--- config.mk ---
export PLATFORM = sky130hd
export DESIGN_NAME = fft_sequencer
export DESIGN_NICKNAME = d
export VERILOG_FILES = /design/src/rtl/fft_pkg.sv /design/src/rtl/fft_addr_delay.sv /design/src/rtl/fft_sequencer.sv
export SDC_FILE = /design/constraint.sdc
export NUM_CORES = 1
export LEC_CHECK = 0
export CAP_MARGIN = 20
export CORE_MARGIN = 1
export CORE_UTILIZATION = 48
export CTS_BUF_LIST = sky130_fd_sc_hd__clkbuf_8
export DETAILED_ROUTE_END_ITERATION = 6
export GPL_TIMING_DRIVEN = 0
export HOLD_SLACK_MARGIN = 0.15
export PLACE_DENSITY_LB_ADDON = 0.3
export SLEW_MARGIN = 20
export SYNTH_ARGS = -nofsm -noshare
export SYNTH_HDL_FRONTEND = slang
export SYNTH_HIERARCHICAL = 1
export SYNTH_SLANG_ARGS = --single-unit
--- constraint.sdc ---
create_clock -name i_clk -period 2 [get_ports i_clk]
set_clock_uncertainty 0.2 [all_clocks]
set_input_delay 0.4 -clock i_clk [delete_from_list [all_inputs] [get_ports i_clk]]
set_output_delay 0.4 -clock i_clk [all_outputs]
set_load 0.005 [all_outputs]
--- src/rtl/fft_pkg.sv ---
// Shared types and butterfly address arithmetic for the in-place radix-2 DIT FFT sequencer.
package fft_pkg;

    localparam int MAX_LOG2_N = 12;

    typedef enum logic [1:0] {
        IDLE,
        RUN,
        DRAIN,
        DONE
    } t_fft_seq_state;

    typedef struct packed {
        logic [MAX_LOG2_N-1:0] addr_a;
        logic [MAX_LOG2_N-1:0] addr_b;
        logic [MAX_LOG2_N-2:0] tw;
    } t_bfly_addr;

    // Operand pair and twiddle index for butterfly b of stage s, sized for the largest transform.
    function automatic t_bfly_addr bfly_addr(input int unsigned log2n, input int unsigned s,
                                             input int unsigned b);
        t_bfly_addr r;
        r.addr_a = MAX_LOG2_N'(((b >> s) << (s + 1)) | (b & ((1 << s) - 1)));
        r.addr_b = r.addr_a | MAX_LOG2_N'(1 << s);
        r.tw     = (MAX_LOG2_N-1)'((b & ((1 << s) - 1)) << (log2n - 1 - s));
        return r;
    endfunction

endpackage

--- src/rtl/fft_addr_delay.sv ---
// Enable-gated shift register that replays read strobes/addresses as write strobes/addresses.
module fft_addr_delay
    import fft_pkg::*;
#(
    parameter int W     = 7,
    parameter int DEPTH = 2
) (
    input  logic         i_clk,
    input  logic         i_clr,
    input  logic         i_en,
    input  logic [W-1:0] i_d,
    output logic [W-1:0] o_q
);

    logic [W-1:0] line_p [DEPTH];

    always_ff @(posedge i_clk) begin
        if (i_clr) begin
            for (int i = 0; i < DEPTH; i++) begin
                line_p[i] <= '0;
            end
        end else if (i_en) begin
            line_p[0] <= i_d;
            for (int i = 1; i < DEPTH; i++) begin
                line_p[i] <= line_p[i-1];
            end
        end
    end

    assign o_q = line_p[DEPTH-1];

endmodule

--- src/rtl/fft_sequencer.sv ---
// Stage/butterfly sequencer for an in-place radix-2 DIT FFT with latency-matched write-back.
// Optional build macro FFT_SEQ_ABORT_EN adds i_abort to cancel a transform in progress.
module fft_sequencer
    import fft_pkg::*;
#(
    parameter int LOG2_N   = 3,
    parameter int BFLY_LAT = 2
) (
    input  logic                       i_clk,
    input  logic                       i_rst,
    input  logic                       i_en,
    input  logic                       i_start,
`ifdef FFT_SEQ_ABORT_EN
    input  logic                       i_abort,
`endif
    output logic                       o_active,
    output logic                       o_done,
    output logic [$clog2(LOG2_N)-1:0]  o_stage,
    output logic                       o_rd_en,
    output logic [LOG2_N-1:0]          o_rd_addr_a,
    output logic [LOG2_N-1:0]          o_rd_addr_b,
    output logic [LOG2_N-2:0]          o_tw_addr,
    output logic                       o_wr_en,
    output logic [LOG2_N-1:0]          o_wr_addr_a,
    output logic [LOG2_N-1:0]          o_wr_addr_b
);

    localparam int SW = $clog2(LOG2_N);
    localparam int CW = $clog2(BFLY_LAT + 1);
    localparam int DW = 1 + 2 * LOG2_N;
    localparam logic [SW-1:0] LAST_STAGE = SW'(LOG2_N - 1);

    t_fft_seq_state    state;
    logic [SW-1:0]     stage;
    logic [LOG2_N-2:0] bfly;
    logic [CW-1:0]     drain_cnt;
    logic              abort_req;
    logic              rd_en;
    t_bfly_addr        bfly_full;
    logic              unused_bfly_bits;
    logic [DW-1:0]     wr_bus;

`ifdef FFT_SEQ_ABORT_EN
    assign abort_req = i_abort && (state == RUN || state == DRAIN);
`else
    assign abort_req = 1'b0;
`endif

    always_ff @(posedge i_clk) begin
        if (i_rst) begin
            state     <= IDLE;
            stage     <= '0;
            bfly      <= '0;
            drain_cnt <= '0;
        end else if (i_en) begin
            if (abort_req) begin
                state     <= IDLE;
                stage     <= '0;
                bfly      <= '0;
                drain_cnt <= '0;
            end else begin
                case (state)
                    IDLE: begin
                        if (i_start) begin
                            state <= RUN;
                            stage <= '0;
                            bfly  <= '0;
                        end
                    end
                    RUN: begin
                        bfly <= bfly + 1'b1;
                        if (bfly == '1) begin
                            state     <= DRAIN;
                            drain_cnt <= CW'(BFLY_LAT);
                        end
                    end
                    DRAIN: begin
                        // Hold off the next stage until the last write-back of this one has landed.
                        if (drain_cnt == CW'(1)) begin
                            drain_cnt <= '0;
                            if (stage == LAST_STAGE) begin
                                state <= DONE;
                            end else begin
                                stage <= stage + 1'b1;
                                state <= RUN;
                            end
                        end else begin
                            drain_cnt <= drain_cnt - 1'b1;
                        end
                    end
                    DONE: begin
                        state <= IDLE;
                        stage <= '0;
                    end
                    default: state <= IDLE;
                endcase
            end
        end
    end

    always_comb bfly_full = bfly_addr(LOG2_N, 32'(stage), 32'(bfly));
    assign unused_bfly_bits = ^bfly_full;

    assign rd_en       = (state == RUN);
    assign o_rd_en     = rd_en;
    assign o_rd_addr_a = rd_en ? bfly_full.addr_a[LOG2_N-1:0] : '0;
    assign o_rd_addr_b = rd_en ? bfly_full.addr_b[LOG2_N-1:0] : '0;
    assign o_tw_addr   = rd_en ? bfly_full.tw[LOG2_N-2:0] : '0;
    assign o_active    = (state == RUN) || (state == DRAIN);
    assign o_done      = (state == DONE);
    assign o_stage     = stage;

    fft_addr_delay #(
        .W    (DW),
        .DEPTH(BFLY_LAT)
    ) u_wr_delay (
        .i_clk(i_clk),
        .i_clr(i_rst || (i_en && abort_req)),
        .i_en (i_en),
        .i_d  ({o_rd_en, o_rd_addr_a, o_rd_addr_b}),
        .o_q  (wr_bus)
    );

    assign {o_wr_en, o_wr_addr_a, o_wr_addr_b} = wr_bus;

endmodule

==> flow_summary.toml, run 1 <==
[power_and_ir_drop]
p_leak_nw = 0.8354
power_mw = 1.159
powerDensity_mw_per_mm2 = 609.7
peakVddDrop_mv = 0.5004

[timing]
drv_slew = 0
worst_pin_slew_ps = 410.7
setup_ws_ps = -345.5
grt_setup_unrepaired = "true"
finalHoldViolations = 0
fin_crit_sh = 1.173
relSlewSlack = 0.7262
fin_hold_ws_ps = 277.3
min_period_ps = 2346
setup_viol = 11
fmaxAchievable_ghz = 0.4263

[synthesis]
synth_cell_types = 33
syn_area_mm2 = 0.001304
seq_area_frac_synth = 0.4453
ys.flop_type = "edfxtp_1"
synth_seq_cells = 22
yosys_warnings = 6
async_flop_share = 0
synthesis.nets = 140
avgSynthCellArea_um2 = 10.43
synth_edf_count = 14
synthCells = 125

[place]
placedInstanceArea_mm2 = 0.001573
place_congestion = 0.8294
io_buffer_count = 23
placedCellCount = 178
dpl_worst_slack_ps = -656.3
dp_hpwl_um = 1874

[clocking]
ctsHoldBuffers = 0
clk_pin_slew_worst_paths_ps = 90
cts_tree = "yes"
cts_root_buf = "clkbuf_8"
clock-sinks = 22
cts_max_level = 1
worstSkewPairLatency_ps = 270
tritoncts.num_buffers = 3
max-clock-path-buffers = 2

[floorplanning]
die_y_um = 54.12
rows = 18
start_util = 0.5169
core-area_mm2 = 0.002522
die-area_mm2 = 0.002928
dieWidth_um = 54.12
io_pins = 24

[drt]
vias = 1128
drt_iter0_drc = 39
routed_wl_um = 3411
first_pass_iters = 4
vias_per_cell = 5.668
drc = 0
wl_per_cell_um = 17.14
antenna_left = 0

[setup_path]
reg2reg_slack_ps = -320
crit_type = "flip-flop to output port"
cp-end-kind = "output port"
cp.arrival_ps = 1750
critPathRequiredTime_ps = 1400
start_kind = "flip-flop"
ff2ff_path_depth = 9
worstReg2RegStart = "o_stage[0]$_SDFFE_PP0P_"
crit_path_max_fanout = 5
reg2reg_to = "o_stage[0]$_SDFFE_PP0P_"

[hold_path]
worstHoldStart = "drain_cnt[1]$_SDFFE_PP0P_"
hold_end = "drain_cnt[1]$_SDFFE_PP0P_"
hold_path_class = "flip-flop to flip-flop"
hold_depth = 2

[global_route]
grt_pass1_vias = 1072
antenna_found_initial = 0
gr-total-overflow = 0
grt_max_degree = 15
grt_use_total = 0.2062
grt_first_pass_wirelength_um = 4395

[cells_and_area]
layout.cells.non_filler = 199
fill_cells = 182
regArea_um2 = 590.6
multi_input_area_um2 = 739.5
drive_gt1_frac = 0.4556
final_area_mm2 = 0.001901
antenna_cells = 0
syn_to_final_growth_pct = 45.78
final_net_count = 185
layout_common_cells = "buf_4, edfxtp_1, clkdlybuf4s50_1, and3b_1"
mostFrequentLayoutCell = "buf_4"

[run]
drv_cap = 0

[status]
outcome = "finished with violations"
violations = "setup timing"
==> cell usage after synthesis, drive strengths merged (2+ instances only) <==
master,count,area [um^2]
a211oi,2,15.01
a21oi,9,45.04
and3b,14,127.6
buf,10,80.07
dfxtp,8,160.2
edfxtp,14,420.4
ha,11,137.6
inv,8,30.03
mux2,2,22.52
nand2,8,30.03
nand2b,2,12.51
nand3,4,20.02
nand4b,2,17.52
nor2,10,37.54
nor3,3,15.01
o31ai,3,22.52
or4,2,15.01
xnor2,2,17.52
==> stage by stage <==
step                setup TNS (ps)    util
floorplan                        0       -
global placement             -7718  0.6235
detailed placement           -8992  0.6235
CTS                          -1510  0.7123
global route                 -3280  0.7535
finish                       -2748  0.7535
==> power by group <==
| group | total [mW] | switching [mW] | internal (mW) |
|---|---|---|---|
| Combinational | 0.222 | 0.112 | 0.110 |
| Clock | 0.420 | 0.152 | 0.267 |
| Sequential | 0.517 | 0.0136 | 0.503 |
==> critical path: stages, from the launching register on <==
cell        delay (ps)
dfxtp_2            360
buf_8              110
clkinvlp_4         100
ha_4               290
nand4b_1           260
a21oi_2            210
buf_2              150
==> flip-flops by register name, summed over array words and instances, names as in the netlist <==
signal             cells
state                  2
u_wr_delay/line_p     14
drain_cnt              2
o_stage                2
bfly                   2
==> layout make-up <==
type	instances	area share
multi-input cells	84	0.3891
repair buffers	40	0.1731
well taps	30	0.01975
flip-flops and latches	22	0.3107
clock buffers	3	0.02172
plain buffers	11	0.05003
clock inverters	1	0.01580
inverters	8	0.01975
==> kinds of logic (layout without fill, tap and decap cells) <==
group	count (synthesis)	count (layout)	share of synthesized area
AOI/OAI and AO/OA	17	17	0.08061
xor gates and xnor gates	2	2	0.01344
adders and majority gates	11	11	0.1056
buffers and inverters	19	63	0.08732
DFF	22	22	0.4453
muxes	2	2	0.01727
and+or+nand+nor	52	52	0.2505
==> repair_timing <==
action | CTS | global route
setup endpoints to repair | 17 | 27
buffers inserted | 13 | 5
pin swaps | 12 | 11
endpoints found under the hold margin | 0 | 0
gates resized for setup | 57 | 22
==> worst max-delay path by stage <==
| stage | startpoint | endpoint | slack (ps) | cells past startpoint |
|---|---|---|---|---|
| floorplan | o_stage[0]$_SDFFE_PP0P_ | o_stage[0]$_SDFFE_PP0P_ | 8 | 6 |
| global placement | o_stage[0]$_SDFFE_PP0P_ | o_rd_addr_b[0] | -610 | 6 |
| detailed placement | o_stage[0]$_SDFFE_PP0P_ | o_rd_addr_b[0] | -660 | 6 |
| CTS | o_stage[0]$_SDFFE_PP0P_ | o_rd_addr_b[1] | -300 | 8 |
| global route | o_stage[0]$_SDFFE_PP0P_ | o_tw_addr[0] | -400 | 6 |
| finish | o_stage[0]$_SDFFE_PP0P_ | o_rd_addr_a[0] | -350 | 6 |
==> metal layers <==
| layer | GRT usage | wire [um] | part of all wire |
|---|---|---|---|
| met5 | 0 | 0 | 0 |
| met4 | 0.05128 | 70 | 0.021 |
| met3 | 0.02542 | 125 | 0.037 |
| met2 | 0.4239 | 1907 | 0.56 |
| met1 | 0.2138 | 1308 | 0.38 |
Power figures use the tool's default switching activity.
==> run 2, diff against run 1 <==
- MAX_ROUTING_LAYER: unset -> met4
- SLEW_MARGIN: 20 -> unset
==> run 2 against run 1 <==
First-iteration DRC count rose by 5.1%; sequential power barely moved; hold slack barely moved; combinational power barely moved; non-clock buffer count did not move; final cell count did not move; worst setup slack got worse by 2.5 ps; clock power barely moved; die area did not move; fmax fell by 0.11%; the run still ends with setup timing left; sequential cell count did not move.
==> flow_summary.toml, run 2 (synthesized netlist as in run 1, its figures left out) <==
[status]
outcome = "finished with violations"
violations = "setup timing"

[global_route]
gr-total-overflow = 0
grt_pass1_vias = 1068
grt_first_pass_wirelength_um = 4416
grt_use_total = 0.2134
grt_max_degree = 15
antenna_found_initial = 0

[setup_path]
reg2reg_to = "o_stage[0]$_SDFFE_PP0P_"
critPathRequiredTime_ps = 1400
reg2reg_slack_ps = -320
crit_path_max_fanout = 5
cp-end-kind = "output port"
ff2ff_path_depth = 9
crit_type = "flip-flop to output port"
cp.arrival_ps = 1750
start_kind = "flip-flop"
worstReg2RegStart = "o_stage[0]$_SDFFE_PP0P_"

[timing]
fin_crit_sh = 1.174
grt_setup_unrepaired = "true"
fmaxAchievable_ghz = 0.4259
min_period_ps = 2348
setup_viol = 11
worst_pin_slew_ps = 410.7
relSlewSlack = 0.7262
fin_tns_setup_ps = -2738
setup_ws_ps = -348.0
finalHoldViolations = 0
drv_slew = 0
fin_hold_ws_ps = 277.3

[drt]
routed_wl_um = 3368
routed.top_layer = "met4"
drt_iter0_drc = 41
vias = 1113
dr_wl_met2_um = 1874
vias_per_cell = 5.593
wl_per_cell_um = 16.92
antenna_left = 0
first_pass_iters = 4
drc = 0
wl_met3_um = 123
drt-met1-wl_um = 1282

[floorplanning]
io_pins = 24
die-area_mm2 = 0.002928
rows = 18
die_y_um = 54.12
start_util = 0.5169
core-area_mm2 = 0.002522
dieWidth_um = 54.12

[clocking]
cts_max_level = 1
worstSkewPairLatency_ps = 270
tritoncts.num_buffers = 3
ctsHoldBuffers = 0
cts_tree = "yes"
clock-sinks = 22
clk_pin_slew_worst_paths_ps = 90
cts_root_buf = "clkbuf_8"
max-clock-path-buffers = 2

[cells_and_area]
syn_to_final_growth_pct = 45.78
mostFrequentLayoutCell = "buf_4"
layout_common_cells = "buf_4, edfxtp_1, clkdlybuf4s50_1, and3b_1"
layout.cells.non_filler = 199
max_flop_register = "u_wr_delay/line_p"
final_net_count = 185
largest_reg_flops = 14
drive_gt1_frac = 0.4556
antenna_cells = 0

[place]
placedCellCount = 178
place_congestion = 0.8420
io_buffer_count = 23
dpl_worst_slack_ps = -656.3
dp_hpwl_um = 1874

[power_and_ir_drop]
peakVddDrop_mv = 0.5002
powerDensity_mw_per_mm2 = 609.3
p_leak_nw = 0.8354

[hold_path]
worstHoldStart = "drain_cnt[1]$_SDFFE_PP0P_"
hold_depth = 2
hold_path_class = "flip-flop to flip-flop"
hold_end = "drain_cnt[1]$_SDFFE_PP0P_"

[run]
drv_cap = 0
==> run 2: cell counts in the layout (fill, tap and decap cells not counted) <==
Identical to the previous run, type by type.
==> run 2: metrics by stage <==
step           cell area, um^2  power, mW    util
2_1_floorplan             1305     0.6253       -
3_3_place_gp              1573     0.6879  0.6235
3_5_place_dp              1573     0.6981  0.6235
4_1_cts                   1797      1.127  0.7123
5_1_grt                   1901      1.200  0.7535
6_report                  1901      1.158  0.7535
==> run 2: repair_timing <==
| action | 4_1_cts | 5_1_grt |
|---|---|---|
| endpoints found under the setup margin | 17 | 27 |
| gates resized for setup | 57 | 22 |
| buffers inserted | 13 | 5 |
| pin swaps | 12 | 11 |
| hold endpoints to repair | 0 | 0 |
==> run 2: cell type report <==
class,instances,area (um^2)
multi-input cells,84,739.5
clock buffers,3,41.29
repair buffers,40,329.1
clock inverters,1,30.03
flip-flops and latches,22,590.6
plain buffers,11,95.09
well taps,30,37.54
inverters,8,37.54
fillers,182,621.8
==> run 2: worst max path at each step <==
stage,from,endpoint,cells past startpoint
after detailed placement,o_stage[0]$_SDFFE_PP0P_,o_rd_addr_b[0],6
after CTS,o_stage[0]$_SDFFE_PP0P_,o_rd_addr_b[1],8
after floorplan,o_stage[0]$_SDFFE_PP0P_,o_stage[0]$_SDFFE_PP0P_,6
final,o_stage[0]$_SDFFE_PP0P_,o_rd_addr_a[0],6
after global placement,o_stage[0]$_SDFFE_PP0P_,o_rd_addr_b[0],6
after global routing,o_stage[0]$_SDFFE_PP0P_,o_tw_addr[0],6
==> run 2: worst max-delay path, stage by stage (launching register included) <==
cell and delay (ps):
dfxtp_2 360, buf_8 110, clkinvlp_4 100, ha_4 290, nand4b_1 260, a21oi_2 220, buf_2 150
==> run 2: metal layers <==
layer | vias to the layer above | track usage
met4 | 0 | 0.04701
li1 | 528 | -
met2 | 44 | 0.4239
met1 | 533 | 0.2172
met3 | 8 | 0.02825
met5 | - | -
==> run 2: power by group <==
part | switching [mW] | internal, mW | leakage [nW] | total [mW]
registers | 0.0135 | 0.503 | 0.223 | 0.517
clock network | 0.152 | 0.267 | 0.0357 | 0.420
logic | 0.111 | 0.110 | 0.577 | 0.221
total | 0.277 | 0.881 | 0.835 | 1.16
==> run 3, diff against run 2 <==
- CORE_UTILIZATION: 48 -> 52
- clock period: 2 -> 3 ns (I/O delays scaled with it)
==> run 3 against run 2 <==
The flow now finishes without violations; combinational power decreased by 47%; hold slack improved by 13 ps; final cell count decreased by 9.0%; sequential share of layout area increased by 3.7 points; via count decreased by 12%; global-route usage decreased by 1.3 points; die area decreased by 7.4%; non-clock buffer count decreased by 16; total power decreased by 44%; clock power decreased by 56%; register-to-register slack improved by 1100 ps.
==> flow_summary.toml, run 3 (synthesized netlist as in run 1, its figures left out) <==
[cells_and_area]
fill_cells = 164
mostFrequentLayoutCell = "clkdlybuf4s50_1"
syn_to_final_growth_pct = 28.69
utilization = 0.7304
multi_input_area_um2 = 649.4
final_net_count = 169
max_flop_register = "u_wr_delay/line_p"
antenna_cells = 0
largest_reg_flops = 14
regArea_um2 = 583.1
layout.cells.non_filler = 181
layout_common_cells = "clkdlybuf4s50_1, edfxtp_1, and3b_1, nor2_1, ha_1"
drive_gt1_frac = 0.2092

[setup_path]
cp-end-kind = "output port"
startpoint = "o_stage[0]$_SDFFE_PP0P_"
ff2ff_path_depth = 7
worstReg2RegStart = "o_stage[0]$_SDFFE_PP0P_"
critPathRequiredTime_ps = 2200
cp.arrival_ps = 2120
start_kind = "flip-flop"
crit_type = "flip-flop to output port"
reg2reg_to = "o_stage[0]$_SDFFE_PP0P_"
crit_path_max_fanout = 7
reg2reg_slack_ps = 820

[drt]
vias_per_cell = 5.398
wl_per_cell_um = 14.13
routed_wl_um = 2557
antenna_left = 0
drc = 0
first_pass_iters = 4
drt_iter0_drc = 12
vias = 977

[global_route]
grt_pass1_vias = 897
grt_use_total = 0.2009
gr-total-overflow = 0
grt_first_pass_wirelength_um = 3967
antenna_found_initial = 0
grt_max_degree = 15

[clocking]
max-clock-path-buffers = 2
worstSkewPairLatency_ps = 260
clk_pin_slew_worst_paths_ps = 80
cts_tree = "yes"
clock-sinks = 22
cts_max_level = 1
cts_root_buf = "clkbuf_8"
tritoncts.num_buffers = 3

[timing]
fin_crit_sh = 0.9749
relSlewSlack = 0.5955
fin_tns_setup_ps = 0
worst_pin_slew_ps = 606.7
drv_slew = 0
min_period_ps = 2925
grt_setup_unrepaired = "false"
fmaxAchievable_ghz = 0.3419
finalHoldViolations = 0
fin_hold_ws_ps = 290.3
setup_viol = 0

[power_and_ir_drop]
peakVddDrop_mv = 0.3357
p_leak_nw = 0.7128
powerDensity_mw_per_mm2 = 384.3
power_uw = 644.8

[hold_path]
worstHoldStart = "drain_cnt[0]$_SDFFE_PP0P_"
hold_depth = 2
hold_end = "drain_cnt[0]$_SDFFE_PP0P_"
hold_path_class = "flip-flop to flip-flop"

[floorplanning]
die_y_um = 52.07
dieWidth_um = 52.07
core-area_mm2 = 0.002297
io_pins = 24
start_util = 0.5675
die-area_mm2 = 0.002711
rows = 17

[place]
io_buffer_count = 23
placedCellCount = 176
dp_hpwl_um = 1792
place_congestion = 0.8021

[run]
drv_cap = 0

[status]
outcome = "finished, final reports clean"
## run 3: cell types whose count changed in the layout (fill, tap and decap cells not counted), moves of 4 or more
cell / change
buf_4: -12
clkdlybuf4s50_1: +10
inv_1: +4
buf_2: -7
## run 3: worst max path at each step
stage          cells past startpoint  slack [ps]              to
2_1_floorplan                      5         730  o_rd_addr_a[0]
3_3_place_gp                       6          70  o_rd_addr_b[0]
4_1_cts                            6          30  o_rd_addr_b[0]
6_report                           6          80    o_tw_addr[0]
3_5_place_dp                       6          30  o_rd_addr_b[0]
5_1_grt                            6         0.9  o_rd_addr_b[0]
## run 3: critical path: stages, from the launching register on
cell and delay (ps):
dfxtp_2 370, buf_6 140, clkinvlp_4 110, ha_4 300, nand3b_1 120, nor3_1 260
clkdlybuf4s50_1 560
## run 3: layer usage
layer	GRT usage	share of wire	wire length (um)	vias to the layer above
met4	0.06757	0.0074	19	0
met5	-	0	0	-
li1	-	-	-	500
met2	0.3590	0.52	1340	20
met1	0.2348	0.44	1135	455
met3	0.01754	0.024	62	2
## run 3: final cells by class
class / count / area share
plain buffers: 11 / 0.05444
clock buffers: 3 / 0.02461
clock inverters: 1 / 0.002237
inverters: 8 / 0.02013
multi-input cells: 84 / 0.3870
flip-flops and latches: 22 / 0.3475
well taps: 28 / 0.02088
repair buffers: 24 / 0.1432
## run 3: per-stage QoR
step,cell area (um^2),setup WS [ps]
final,1678,75.38
after global routing,1678,0.9177
after CTS,1639,34.17
after detailed placement,1569,28.71
after global placement,1569,74.91
after floorplan,1304,728.8
## run 3: power breakdown
part	switching, mW	internal [mW]	leakage (nW)
logic	0.0563	0.0616	0.468
clock network	0.0926	0.0912	0.0231
registers	0.00715	0.336	0.221
## run 3: what timing repair did
action                                  in CTS  in global routing
gates resized for setup                      6                  9
setup buffers                                0                  1
hold buffers                                 0                  0
pin swaps                                    0                  2
endpoints found under the setup margin       7                  7
